--- config.mk ---
export PLATFORM = sky130hd
export DESIGN_NAME = mcp300x_scanner_flat
export DESIGN_NICKNAME = d
export VERILOG_FILES = /design/src/rtl/mcp300x_scanner_pkg.sv /design/src/rtl/mcp300x_scanner_if.sv /design/src/rtl/mcp300x_scanner_spi_clk_div.sv /design/src/rtl/mcp300x_scanner.sv /design/src/flat_wrapper.sv
export SDC_FILE = /design/constraint.sdc
export NUM_CORES = 1
export LEC_CHECK = 0
export CAP_MARGIN = 20
export CORE_MARGIN = 2
export CORE_UTILIZATION = 51
export CTS_BUF_LIST = sky130_fd_sc_hd__clkbuf_4 sky130_fd_sc_hd__clkbuf_8
export DETAILED_ROUTE_END_ITERATION = 12
export PLACE_DENSITY = 0.89
export SETUP_SLACK_MARGIN = 0.15
export SYNTH_ARGS = -nofsm -noshare
export SYNTH_HDL_FRONTEND = slang
export SYNTH_SLANG_ARGS = --single-unit
--- constraint.sdc ---
create_clock -name clk -period 4.8 [get_ports clk]
set_input_delay 0.96 -clock clk [delete_from_list [all_inputs] [get_ports clk]]
set_output_delay 0.96 -clock clk [all_outputs]
set_load 0.05 [all_outputs]
--- src/rtl/mcp300x_scanner_pkg.sv ---
`default_nettype none
// ============================================================
// mcp300x_pkg : shared types, frame constants and scan helper
// Rev 1.0
// ============================================================
package mcp300x_pkg;

  typedef enum logic [2:0] {
    IDLE  = 3'd0,
    SETUP = 3'd1,
    SHIFT = 3'd2,
    HOLD  = 3'd3,
    GAP   = 3'd4
  } state_t;

  localparam logic [4:0] FRAME_SCLKS     = 5'd17;
  localparam logic [4:0] CMD_BITS        = 5'd5;
  localparam logic [4:0] NULL_EDGE       = 5'd7;
  localparam logic [4:0] FIRST_DATA_EDGE = 5'd8;

  // Next enabled channel above cur, wrapping; returns cur if it is the only one.
  // next_ch(mask, 3'd7) therefore yields the lowest enabled channel.
  function automatic logic [2:0] next_ch(input logic [7:0] mask, input logic [2:0] cur);
    logic [2:0] res;
    logic [2:0] idx;
    res = cur;
    for (int i = 7; i >= 1; i--) begin
      idx = cur + 3'(i);
      if (mask[idx]) res = idx;
    end
    return res;
  endfunction

endpackage
`default_nettype wire

--- src/rtl/mcp300x_scanner_if.sv ---
`default_nettype none
// ============================================================
// mcp300x_scanner_if : control, SPI pins and result stream
// Rev 1.0
// ============================================================
interface mcp300x_scanner_if #(
  parameter int NUM_CH   = 8,
  parameter int RES_BITS = 10
);
  logic                       start;
  logic                       cont;
  logic                       diff;
  logic [NUM_CH-1:0]          ch_mask;
  logic                       sclk;
  logic                       cs_n;
  logic                       mosi;
  logic                       miso;
  logic                       busy;
  logic                       valid;
  logic [2:0]                 ch;
  logic [RES_BITS-1:0]        data;
  logic [NUM_CH*RES_BITS-1:0] bank;
  logic                       done;
  logic                       null_err;

  modport master (
    input  start, cont, diff, ch_mask, miso,
    output sclk, cs_n, mosi, busy, valid, ch, data, bank, done, null_err
  );

  modport slave (
    output start, cont, diff, ch_mask, miso,
    input  sclk, cs_n, mosi, busy, valid, ch, data, bank, done, null_err
  );
endinterface
`default_nettype wire

--- src/rtl/mcp300x_scanner_spi_clk_div.sv ---
`default_nettype none
// ============================================================
// spi_clk_div : SCLK generator with rise/fall ticks, idle low
// Rev 1.0
// ============================================================
module spi_clk_div #(
  parameter int CLK_DIV = 4
) (
  input  wire  clk,
  input  wire  rst,
  input  wire  run_i,
  output logic rise_tick_o,
  output logic fall_tick_o,
  output logic sclk_o
);
  localparam int CW = (CLK_DIV > 1) ? $clog2(CLK_DIV) : 1;

  logic [CW-1:0] cnt_q;
  logic          sclk_q;
  logic          w_wrap;

  assign w_wrap = (cnt_q == CW'(CLK_DIV - 1));

  // Ticks fire on the last cycle of a half-period, so sclk_q flips on the same edge.
  always_ff @(posedge clk) begin
    if (rst || !run_i) begin
      cnt_q  <= '0;
      sclk_q <= 1'b0;
    end else if (w_wrap) begin
      cnt_q  <= '0;
      sclk_q <= ~sclk_q;
    end else begin
      cnt_q <= cnt_q + 1'b1;
    end
  end

  assign rise_tick_o = run_i & w_wrap & ~sclk_q;
  assign fall_tick_o = run_i & w_wrap & sclk_q;
  assign sclk_o      = sclk_q;
endmodule
`default_nettype wire

--- src/rtl/mcp300x_scanner.sv ---
`default_nettype none
// ============================================================
// mcp300x_scanner : masked multi-channel MCP300x SPI scanner
// Rev 1.0
// ============================================================
module mcp300x_scanner
  import mcp300x_pkg::*;
#(
  parameter int NUM_CH      = 8,
  parameter int CLK_DIV     = 4,
  parameter int RES_BITS    = 10,
  parameter int IDLE_CYCLES = 16
) (
  input wire                 clk,
  input wire                 rst,
  mcp300x_scanner_if.master  bus
);
  localparam int CNT_MAX = (CLK_DIV > IDLE_CYCLES) ? CLK_DIV : IDLE_CYCLES;
  localparam int CW      = $clog2(CNT_MAX + 1);

  state_t                     state_q;
  logic [CW-1:0]              cnt_q;
  logic [4:0]                 edge_q;
  logic [7:0]                 mask_q;
  logic                       diff_q;
  logic                       cont_mode_q;
  logic [2:0]                 cur_q;
  logic [9:0]                 res_q;
  logic                       cs_n_q;
  logic                       mosi_q;
  logic                       busy_q;
  logic                       valid_q;
  logic                       done_q;
  logic                       null_q;
  logic [2:0]                 ch_q;
  logic [RES_BITS-1:0]        data_q;
  logic [NUM_CH*RES_BITS-1:0] bank_q;

  logic       w_rise;
  logic       w_fall;
  logic       w_sclk;
  logic [7:0] w_mask8;
  logic [2:0] w_nxt;
  logic       w_last;
  logic [4:0] w_edge_n;
  logic [4:0] w_cmd;
  logic       w_mosi_nxt;
  logic       w_half_done;
  logic       w_gap_done;

  spi_clk_div #(.CLK_DIV(CLK_DIV)) u_div (
    .clk         (clk),
    .rst         (rst),
    .run_i       (state_q == SHIFT),
    .rise_tick_o (w_rise),
    .fall_tick_o (w_fall),
    .sclk_o      (w_sclk)
  );

  assign w_mask8     = 8'(bus.ch_mask);
  assign w_nxt       = next_ch(mask_q, cur_q);
  assign w_last      = (w_nxt <= cur_q);
  assign w_edge_n    = edge_q + 5'd1;
  assign w_cmd       = {1'b1, ~diff_q, cur_q};
  assign w_half_done = (cnt_q == CW'(CLK_DIV - 1));
  assign w_gap_done  = (cnt_q == CW'(IDLE_CYCLES - 1));

  // Bit presented after the fall that follows rise edge_q, i.e. for edge edge_q+1.
  always_comb begin
    w_mosi_nxt = 1'b0;
    if (edge_q < CMD_BITS) w_mosi_nxt = w_cmd[3'(CMD_BITS - 5'd1 - edge_q)];
  end

  always_ff @(posedge clk) begin
    if (rst) begin
      state_q     <= IDLE;
      cnt_q       <= '0;
      edge_q      <= '0;
      mask_q      <= '0;
      diff_q      <= 1'b0;
      cont_mode_q <= 1'b0;
      cur_q       <= '0;
      res_q       <= '0;
      cs_n_q      <= 1'b1;
      mosi_q      <= 1'b0;
      busy_q      <= 1'b0;
      valid_q     <= 1'b0;
      done_q      <= 1'b0;
      null_q      <= 1'b0;
      ch_q        <= '0;
      data_q      <= '0;
      bank_q      <= '0;
    end else begin
      valid_q <= 1'b0;
      done_q  <= 1'b0;
      case (state_q)
        IDLE: begin
          if (bus.start) null_q <= 1'b0;
          if ((bus.start || bus.cont) && (w_mask8 != 8'd0)) begin
            mask_q      <= w_mask8;
            diff_q      <= bus.diff;
            cont_mode_q <= bus.cont;
            cur_q       <= next_ch(w_mask8, 3'd7);
            state_q     <= SETUP;
            cnt_q       <= '0;
            edge_q      <= '0;
            cs_n_q      <= 1'b0;
            mosi_q      <= 1'b1;
            busy_q      <= 1'b1;
          end
        end
        SETUP: begin
          if (w_half_done) begin
            state_q <= SHIFT;
            cnt_q   <= '0;
          end else begin
            cnt_q <= cnt_q + 1'b1;
          end
        end
        SHIFT: begin
          if (w_rise) begin
            edge_q <= w_edge_n;
            if ((w_edge_n == NULL_EDGE) && bus.miso) null_q <= 1'b1;
            if (w_edge_n >= FIRST_DATA_EDGE) res_q <= {res_q[8:0], bus.miso};
          end
          if (w_fall) begin
            mosi_q <= w_mosi_nxt;
            if (edge_q == FRAME_SCLKS) begin
              state_q <= HOLD;
              cnt_q   <= '0;
            end
          end
        end
        HOLD: begin
          if (w_half_done) begin
            state_q <= GAP;
            cnt_q   <= '0;
            cs_n_q  <= 1'b1;
            valid_q <= 1'b1;
            ch_q    <= cur_q;
            data_q  <= res_q[9 -: RES_BITS];
            bank_q[int'(cur_q) * RES_BITS +: RES_BITS] <= res_q[9 -: RES_BITS];
            if (!cont_mode_q && w_last) done_q <= 1'b1;
          end else begin
            cnt_q <= cnt_q + 1'b1;
          end
        end
        GAP: begin
          if (w_gap_done) begin
            if ((cont_mode_q && !bus.cont) || (!cont_mode_q && w_last) ||
                (w_last && (w_mask8 == 8'd0))) begin
              state_q <= IDLE;
              busy_q  <= 1'b0;
            end else begin
              // Wrapping in continuous mode picks up the live mask and mode.
              if (w_last) begin
                mask_q <= w_mask8;
                diff_q <= bus.diff;
                cur_q  <= next_ch(w_mask8, 3'd7);
              end else begin
                cur_q <= w_nxt;
              end
              state_q <= SETUP;
              cnt_q   <= '0;
              edge_q  <= '0;
              cs_n_q  <= 1'b0;
              mosi_q  <= 1'b1;
            end
          end else begin
            cnt_q <= cnt_q + 1'b1;
          end
        end
        default: state_q <= IDLE;
      endcase
    end
  end

  assign bus.sclk     = w_sclk;
  assign bus.cs_n     = cs_n_q;
  assign bus.mosi     = mosi_q;
  assign bus.busy     = busy_q;
  assign bus.valid    = valid_q;
  assign bus.ch       = ch_q;
  assign bus.data     = data_q;
  assign bus.bank     = bank_q;
  assign bus.done     = done_q;
  assign bus.null_err = null_q;
endmodule
`default_nettype wire

--- src/flat_wrapper.sv ---
// flat-port wrapper written by rule: the top's interface ports become plain ports
module mcp300x_scanner_flat import mcp300x_pkg::*;
#(
  parameter int NUM_CH      = 8,
  parameter int CLK_DIV     = 4,
  parameter int RES_BITS    = 10,
  parameter int IDLE_CYCLES = 16
)
  (clk, rst, bus_start, bus_cont, bus_diff, bus_ch_mask, bus_miso, bus_sclk, bus_cs_n, bus_mosi, bus_busy, bus_valid, bus_ch, bus_data, bus_bank, bus_done, bus_null_err);
  mcp300x_scanner_if #(.NUM_CH(NUM_CH), .RES_BITS(RES_BITS)) bus_i ();
  input wire clk;
  input wire rst;
  input wire logic [$bits(bus_i.start)-1:0] bus_start;
  input wire logic [$bits(bus_i.cont)-1:0] bus_cont;
  input wire logic [$bits(bus_i.diff)-1:0] bus_diff;
  input wire logic [$bits(bus_i.ch_mask)-1:0] bus_ch_mask;
  input wire logic [$bits(bus_i.miso)-1:0] bus_miso;
  output wire logic [$bits(bus_i.sclk)-1:0] bus_sclk;
  output wire logic [$bits(bus_i.cs_n)-1:0] bus_cs_n;
  output wire logic [$bits(bus_i.mosi)-1:0] bus_mosi;
  output wire logic [$bits(bus_i.busy)-1:0] bus_busy;
  output wire logic [$bits(bus_i.valid)-1:0] bus_valid;
  output wire logic [$bits(bus_i.ch)-1:0] bus_ch;
  output wire logic [$bits(bus_i.data)-1:0] bus_data;
  output wire logic [$bits(bus_i.bank)-1:0] bus_bank;
  output wire logic [$bits(bus_i.done)-1:0] bus_done;
  output wire logic [$bits(bus_i.null_err)-1:0] bus_null_err;
  assign bus_i.start = bus_start;
  assign bus_i.cont = bus_cont;
  assign bus_i.diff = bus_diff;
  assign bus_i.ch_mask = bus_ch_mask;
  assign bus_i.miso = bus_miso;
  assign bus_sclk = bus_i.sclk;
  assign bus_cs_n = bus_i.cs_n;
  assign bus_mosi = bus_i.mosi;
  assign bus_busy = bus_i.busy;
  assign bus_valid = bus_i.valid;
  assign bus_ch = bus_i.ch;
  assign bus_data = bus_i.data;
  assign bus_bank = bus_i.bank;
  assign bus_done = bus_i.done;
  assign bus_null_err = bus_i.null_err;
  mcp300x_scanner #(.NUM_CH(NUM_CH), .CLK_DIV(CLK_DIV), .RES_BITS(RES_BITS), .IDLE_CYCLES(IDLE_CYCLES)) u_core (.clk(clk), .rst(rst), .bus(bus_i));
endmodule
Yosys cells after proc, flatten, opt, wreduce, memory -nomap -nowiden. Cells that the tools add are included.

Flip-flop bits (word level): 138. Word-level logic and storage cells: 194.

Add/subtract/negate cells: 12. Multipliers: 1. $lt $le $gt $ge: 11. Equal/unequal tests: 22. Shift operators: 2. Muxes and demuxes: 84. Bitwise gates (word level): 7. Reductions and logical operators: 36.

Operator list (number): bitwise mux 80 bit (1); variable shift 10 x 33 -> 80 bit, first input constant (1); indexed part select 10 x 33 -> 80 bit (1); two-way mux 3 bit (21); two-way mux 5 bit (8); negation 32 -> 33 bit (1); less-than comparator 3 x 4 -> 1 bit, second input constant (8); two-way mux 8 bit (4); two-way mux 1 bit (30); AND reduction 5 bit (5); binary-select mux 1 bit (select 3 bit) (8); != test 2 x 1 -> 1 bit, second input constant (10); case mux 5 bit (4 select lines) (1); case mux 8 bit (2 select lines) (1); case mux 3 bit (5 select lines) (1); case mux 5 bit (3 select lines) (1); adder 3 bit, second input constant (4); AND reduction 4 bit (3); adder 5 x 1 -> 5 bit, second input constant (2); zero test 8 bit (1); nonzero test 8 bit (1); adder 3 x 2 -> 3 bit, second input constant (2); == test 3 x 2 -> 1 bit, second input constant (2); multiplier 3 x 3 -> 6 bit, second input constant (1); other kinds (33) (57).

Logic depth before layout (Yosys ltp).
Depth in word-level cells: 17. Gate-level depth with buffers: 22. Mapped depth without buffers: 17.

By module. Synthesis repeated with hierarchy kept, for this count alone.

Cell total of the unflattened synthesis: 972. Area total of the unflattened synthesis: 7932.6 sq um.

Modules (own cells, without submodules): mcp300x_scanner (times used 1, cells an instance 960, area an instance 7815.0 sq um, sequential area each 2702.6 sq um); spi_clk_div (times used 1, cells an instance 12, area an instance 117.6 sq um, sequential area each 60.1 sq um).

Least setup slack after synthesis. No wires, ideal clock.

Kind: register -> register. Start: register u_core.cur_q[0]. End: register u_core.mask_q[0]. Library setup time: 0.128 ns. Arrival time: 5.056 ns. Required time: 4.672 ns. Path slack: -0.384 ns. Cell stages (with the launch flop): 23. Clock period less this slack: 5.184 ns. Path through: dfxtp_1 -> buf_6 -> buf_2 -> inv_1 -> clkbuf_1 -> ha_1 -> clkbuf_1 -> xor2_1 -> mux4_2 -> a22oi_1 -> or3_1 -> a21oi_1 -> o21ai_0 -> inv_1 -> ha_1 -> nor2b_1 -> o21ai_0 -> a32oi_1 -> o2111ai_1 -> o21ai_0 -> buf_1 -> mux2i_1 -> nor2_1.

Longest elaborated chain between the ends: 16. Elaborated cells between the ends (all ways): 36.

RTL lines: start: declaration (RTL line mcp300x_scanner.sv:27) `logic [2:0] cur_q;`; start signal: assignment (RTL line mcp300x_scanner.sv:103) `cur_q <= next_ch(w_mask8, 3'd7);`; start signal: assignment (RTL line mcp300x_scanner.sv:159) `cur_q <= next_ch(w_mask8, 3'd7);`; start signal: assignment (RTL line mcp300x_scanner.sv:161) `cur_q <= w_nxt;`; adder 3 bit (RTL line mcp300x_scanner_pkg.sv:28) `idx = cur + 3'(i);`; binary-select mux 1 bit (select 3 bit) (RTL line mcp300x_scanner_pkg.sv:29) `if (mask[idx]) res = idx;`; two-way mux 1 bit (not written as such) (RTL line mcp300x_scanner_pkg.sv:29); two-way mux 3 bit (7 in a row) (RTL line mcp300x_scanner_pkg.sv:29); <= comparator 3 bit (*) (RTL line mcp300x_scanner.sv:62) `assign w_last = (w_nxt <= cur_q);`; logical AND 1 bit (RTL line mcp300x_scanner.sv:150) `if ((cont_mode_q && !bus.cont) || (!cont_mode_q && w_last) ||`; logical OR 1 bit (2 in a row) (RTL line mcp300x_scanner.sv:150); != test 2 bit (no source line); AND reduction 5 bit (no source line) (*); end signal: assignment (RTL line mcp300x_scanner.sv:100) `mask_q <= w_mask8;`; end signal: assignment (RTL line mcp300x_scanner.sv:157) `mask_q <= w_mask8;`; end: declaration (RTL line mcp300x_scanner.sv:24) `logic [7:0] mask_q;`.

Every way passes the cells marked *; elsewhere a longest branch is shown, timed or not. The select of a mux whose other input is x is not followed. A chain may end at the register's enable or synchronous reset.

Final worst setup path.
Start: register u_core.cur_q[0]. End: register u_core.cur_q[0].

Longest elaborated chain between the ends: 16. Elaborated cells between the ends (all ways): 39.

RTL lines (RTL line): adder 3 bit (mcp300x_scanner_pkg.sv:28); binary-select mux 1 bit (select 3 bit) (mcp300x_scanner_pkg.sv:29); two-way mux 1 bit (not written as such) (mcp300x_scanner_pkg.sv:29); two-way mux 3 bit (7 in a row) (mcp300x_scanner_pkg.sv:29); <= comparator 3 bit (mcp300x_scanner.sv:62); logical AND 1 bit (mcp300x_scanner.sv:150); logical OR 1 bit (2 in a row) (mcp300x_scanner.sv:150); != test 2 bit (no source line); AND reduction 4 bit (no source line).

Several ways; a longest one is shown, not always the timed one. The select of a mux whose other input is x is not followed.

==> results.sh <==
export IMPL_numCtsBuffers=17
export IMPL_maxSlewHeadroom_pct=35.0
export IMPL_crit_required_ns=5.19
export IMPL_ys_seq_elements=138
export IMPL_vias=7877
export IMPL_routedWlPerCell_um=19.0
export IMPL_dp_slack_ns=0.184
export IMPL_synth_commonest_cells="nor2_1 (144), dfxtp_1 (138), nand2_1 (86)"
export IMPL_synth_top_area_cell="dfxtp_1"
export IMPL_areaGrowthSynthToFinish_pct=22.7
export IMPL_antenna_cells=0
export IMPL_nets=1078
export IMPL_io_buffer_count=113
export IMPL_hpwl_mm=16.3
export IMPL_critical_path_endpoint_type="register"
export IMPL_drv_slew=0
export IMPL_synth_edf_count=0
export IMPL_num_fill_cells=1226
export IMPL_drt_pass1_iter_count=6
export IMPL_crit_type="register to register"
export IMPL_grt_pass1_wl_mm=36.7
export IMPL_grt_pass1_vias=7182
export IMPL_path_clk_slew_ns=0.08
export IMPL_postCtsHoldBufs=0
export IMPL_num_rows=45
export IMPL_core_area_um2=15100
export IMPL_cp_cell_sequence="inv_1, buf_6, ha_2, xor2_4, mux4_2, a22oi_1, or3_1, a21oi_1, o21ai_2, inv_1, ha_1, nor2b_1, o21ai_0, a32oi_2, o2111ai_2, and2_1, or4_1, a31oi_1"
export IMPL_wirelength_mm=23.6
export IMPL_period_share_pct=93.8
export IMPL_gp_congestion=0.971
export IMPL_worst_pin_slew_ns=0.975
export IMPL_cpPeakStageDelay_ns=0.54
export IMPL_drc=0
export IMPL_detail_route_antenna_nets=0
export IMPL_synth_most_common_cell="nor2_1"
export IMPL_syn_nets=984
export IMPL_clockBufferDepth=2
export IMPL_die_w_um=128
export IMPL_p_leak_nw=3.49
export IMPL_synthFlopType="dfxtp_1"
export IMPL_syn_area_per_cell_um2=8.30
export IMPL_clock_latency_ns=0.47
export IMPL_die_h_um=128
export IMPL_layout_drive_gt1_share_pct=11.2
export IMPL_synthCells=949
export IMPL_worst_hold_path_type="register to register"
export IMPL_syn_area_um2=7880
export IMPL_cts_sinks=138
export IMPL_fin_ws_ns=0.296
export IMPL_fmax_ghz=0.222
export IMPL_setup_tns_ns=0
export IMPL_die_area_um2=16500
export IMPL_grt_max_degree=71
export IMPL_path_max_fanout=12
export IMPL_cts_tree="built"
export IMPL_yosysSeqAreaShare_pct=35.1
export IMPL_synthDominantCellAreaShare_pct=35.1
export IMPL_crit_family="compound AO/OA/AOI/OAI gates"
export IMPL_cp_num_buf_inv=3
export IMPL_hold_violations=0
export IMPL_synthesis_yosys_warnings=0
export IMPL_max_cap_viol_count=0
export IMPL_critPathMostFrequentCell="inv_1"
export IMPL_status="completed"
export IMPL_p_per_area_nw_per_um2=307
export IMPL_h_tree_depth=4
export IMPL_drt_iter0_drc=950
export IMPL_synthArstFlopShare_pct=0
export IMPL_fin_crit_ns=4.50
export IMPL_grt_antenna_before_repair=0
export IMPL_setup_violations=0
export IMPL_grt_overflow=0
export IMPL_arrival_ns=4.89
export IMPL_ir_drop_v=0.000193
export IMPL_grt_usage_pct=28.0
export IMPL_ys_top_cells_by_area="dfxtp_1 (35%), mux2i_1 (9.1%), nor2_1 (6.9%), nand2_1 (4.1%), a21oi_1 (3.7%)"
export IMPL_root_buffer="clkbuf_8"
export IMPL_rsz0062_at_grt="no"
export IMPL_slowest_stage="mux4_2"
export IMPL_finalClockSkew_ns=0.0151
export IMPL_synth_cell_types=71
export IMPL_initial_core_util_pct=52.0
export IMPL_cp_start_kind="register"
export IMPL_vias_per_cell=6.33
export IMPL_io_pins=114
## final timing paths
path	start	end	slack [ns]	cells past startpoint
worst max-delay path	u_core.cur_q[0]	u_core.cur_q[0]	0.30	18
worst min-delay path	u_core.u_div.cnt_q[0]	u_core.u_div.cnt_q[0]	0.44	1
worst max register to register	u_core.cur_q[0]	u_core.cur_q[0]	0.30	18
worst min register to register	u_core.u_div.cnt_q[0]	u_core.u_div.cnt_q[0]	0.44	1
## cell usage in the layout (no fill, tap or decap), drive strengths merged, types with 6 or more instances in the layout
cell type      synthesis  routed
clkdlybuf4s50          0     112
o21ai                 22      22
nand2                 86      86
o22ai                 14      14
nor3                  61      61
buf                   17      27
or3                   10      10
a32oi                  7       7
ha                    21      21
nand3                 36      36
a31oi                  8       8
dfxtp                138     138
xor2                   8       8
a311oi                 6       6
o221a                  6       6
clkbuf                47      18
inv                   24      31
a211oi                16      16
mux2i                 72      72
nand4                  7       7
nor2                 146     146
mux2                  15      15
mux4                  14      14
nand2b                13      13
nor4                   9       9
a21oi                 60      60
## per-stage QoR
step | cells | cell area (um2) | total power [mW] | hold WS, ns | utilization [%]
after floorplan | 949 | 7910 | 1.67 | 0.407 | -
after global placement | 1208 | 9140 | 1.80 | 0.417 | 60.4
after detailed placement | 1208 | 9140 | 1.82 | 0.435 | 60.4
after CTS | 1241 | 9610 | 2.90 | 0.447 | 63.4
after global routing | 1244 | 9670 | 3.07 | 0.468 | 63.8
final | 1244 | 9670 | 2.97 | 0.441 | 63.8
## cell families (layout without fill, tap and decap cells)
kind of cell / after synthesis / count (layout) / share of synthesized area (%)
AO/OA/AOI/OAI: 186 / 186 / 15.8
XOR/XNOR: 13 / 13 / 1.45
adder cells (fa/ha/maj): 21 / 21 / 3.33
buffers and inverters: 90 / 197 / 4.88
flip-flops: 138 / 138 / 35.1
multiplexers: 101 / 101 / 15.4
AND/OR/NAND/NOR: 400 / 400 / 24.1
## per-layer routing
| layer | share of wire, % | vias up | track usage, % |
|---|---|---|---|
| met1 | 40 | 3640 | 37.0 |
| met3 | 9.4 | 96 | 6.80 |
| li1 | - | 3630 | - |
| met2 | 47 | 511 | 44.2 |
| met5 | 0 | - | 0 |
| met4 | 3.3 | 0 | 11.1 |
## repair_timing
action | CTS | global route
setup buffers | 1 | 3
resized for setup | 2 | 12
endpoints found under the setup margin | 1 | 23
pin swaps | 1 | 3
## flip-flops by register name (all words and copies together) (netlist names)
register,cells
u_core.bus.bank,80
u_core.bus.busy,1
u_core.bus.ch,3
u_core.bus.cs_n,1
u_core.bus.data,10
u_core.bus.done,1
u_core.bus.mosi,1
u_core.bus.null_err,1
u_core.bus.valid,1
u_core.cnt_q,5
u_core.cont_mode_q,1
u_core.cur_q,3
u_core.diff_q,1
u_core.edge_q,5
u_core.mask_q,8
u_core.res_q,10
u_core.state_q,3
u_core.u_div.cnt_q,2
u_core.u_div.sclk_o,1
## worst register-to-register path, delay by kind of cell (launching register included)
| kind | cells | cell delay (ns) |
|---|---|---|
| compound gates | 7 | 1.38 |
| simple gates | 4 | 0.99 |
| fa+ha+maj | 2 | 0.57 |
| mux | 1 | 0.54 |
| buf+inv | 3 | 0.40 |
| flops | 1 | 0.33 |
| xor+xnor | 1 | 0.21 |
## final cells by class
class | instances | area [um2] | area share [%]
tap | 188 | 235 | 2.43
sequential | 138 | 2760 | 28.6
clock inverter | 14 | 205 | 2.12
inverter | 26 | 100 | 1.04
multi-input combinational | 721 | 4780 | 49.5
clock buffer | 18 | 248 | 2.56
timing repair buffer | 139 | 1340 | 13.8
## power by group
group	internal, mW	switching, mW
sequential	1.16	0.0244
combinational	0.246	0.456
clock	0.592	0.490
(Power assumes the default switching activity.)
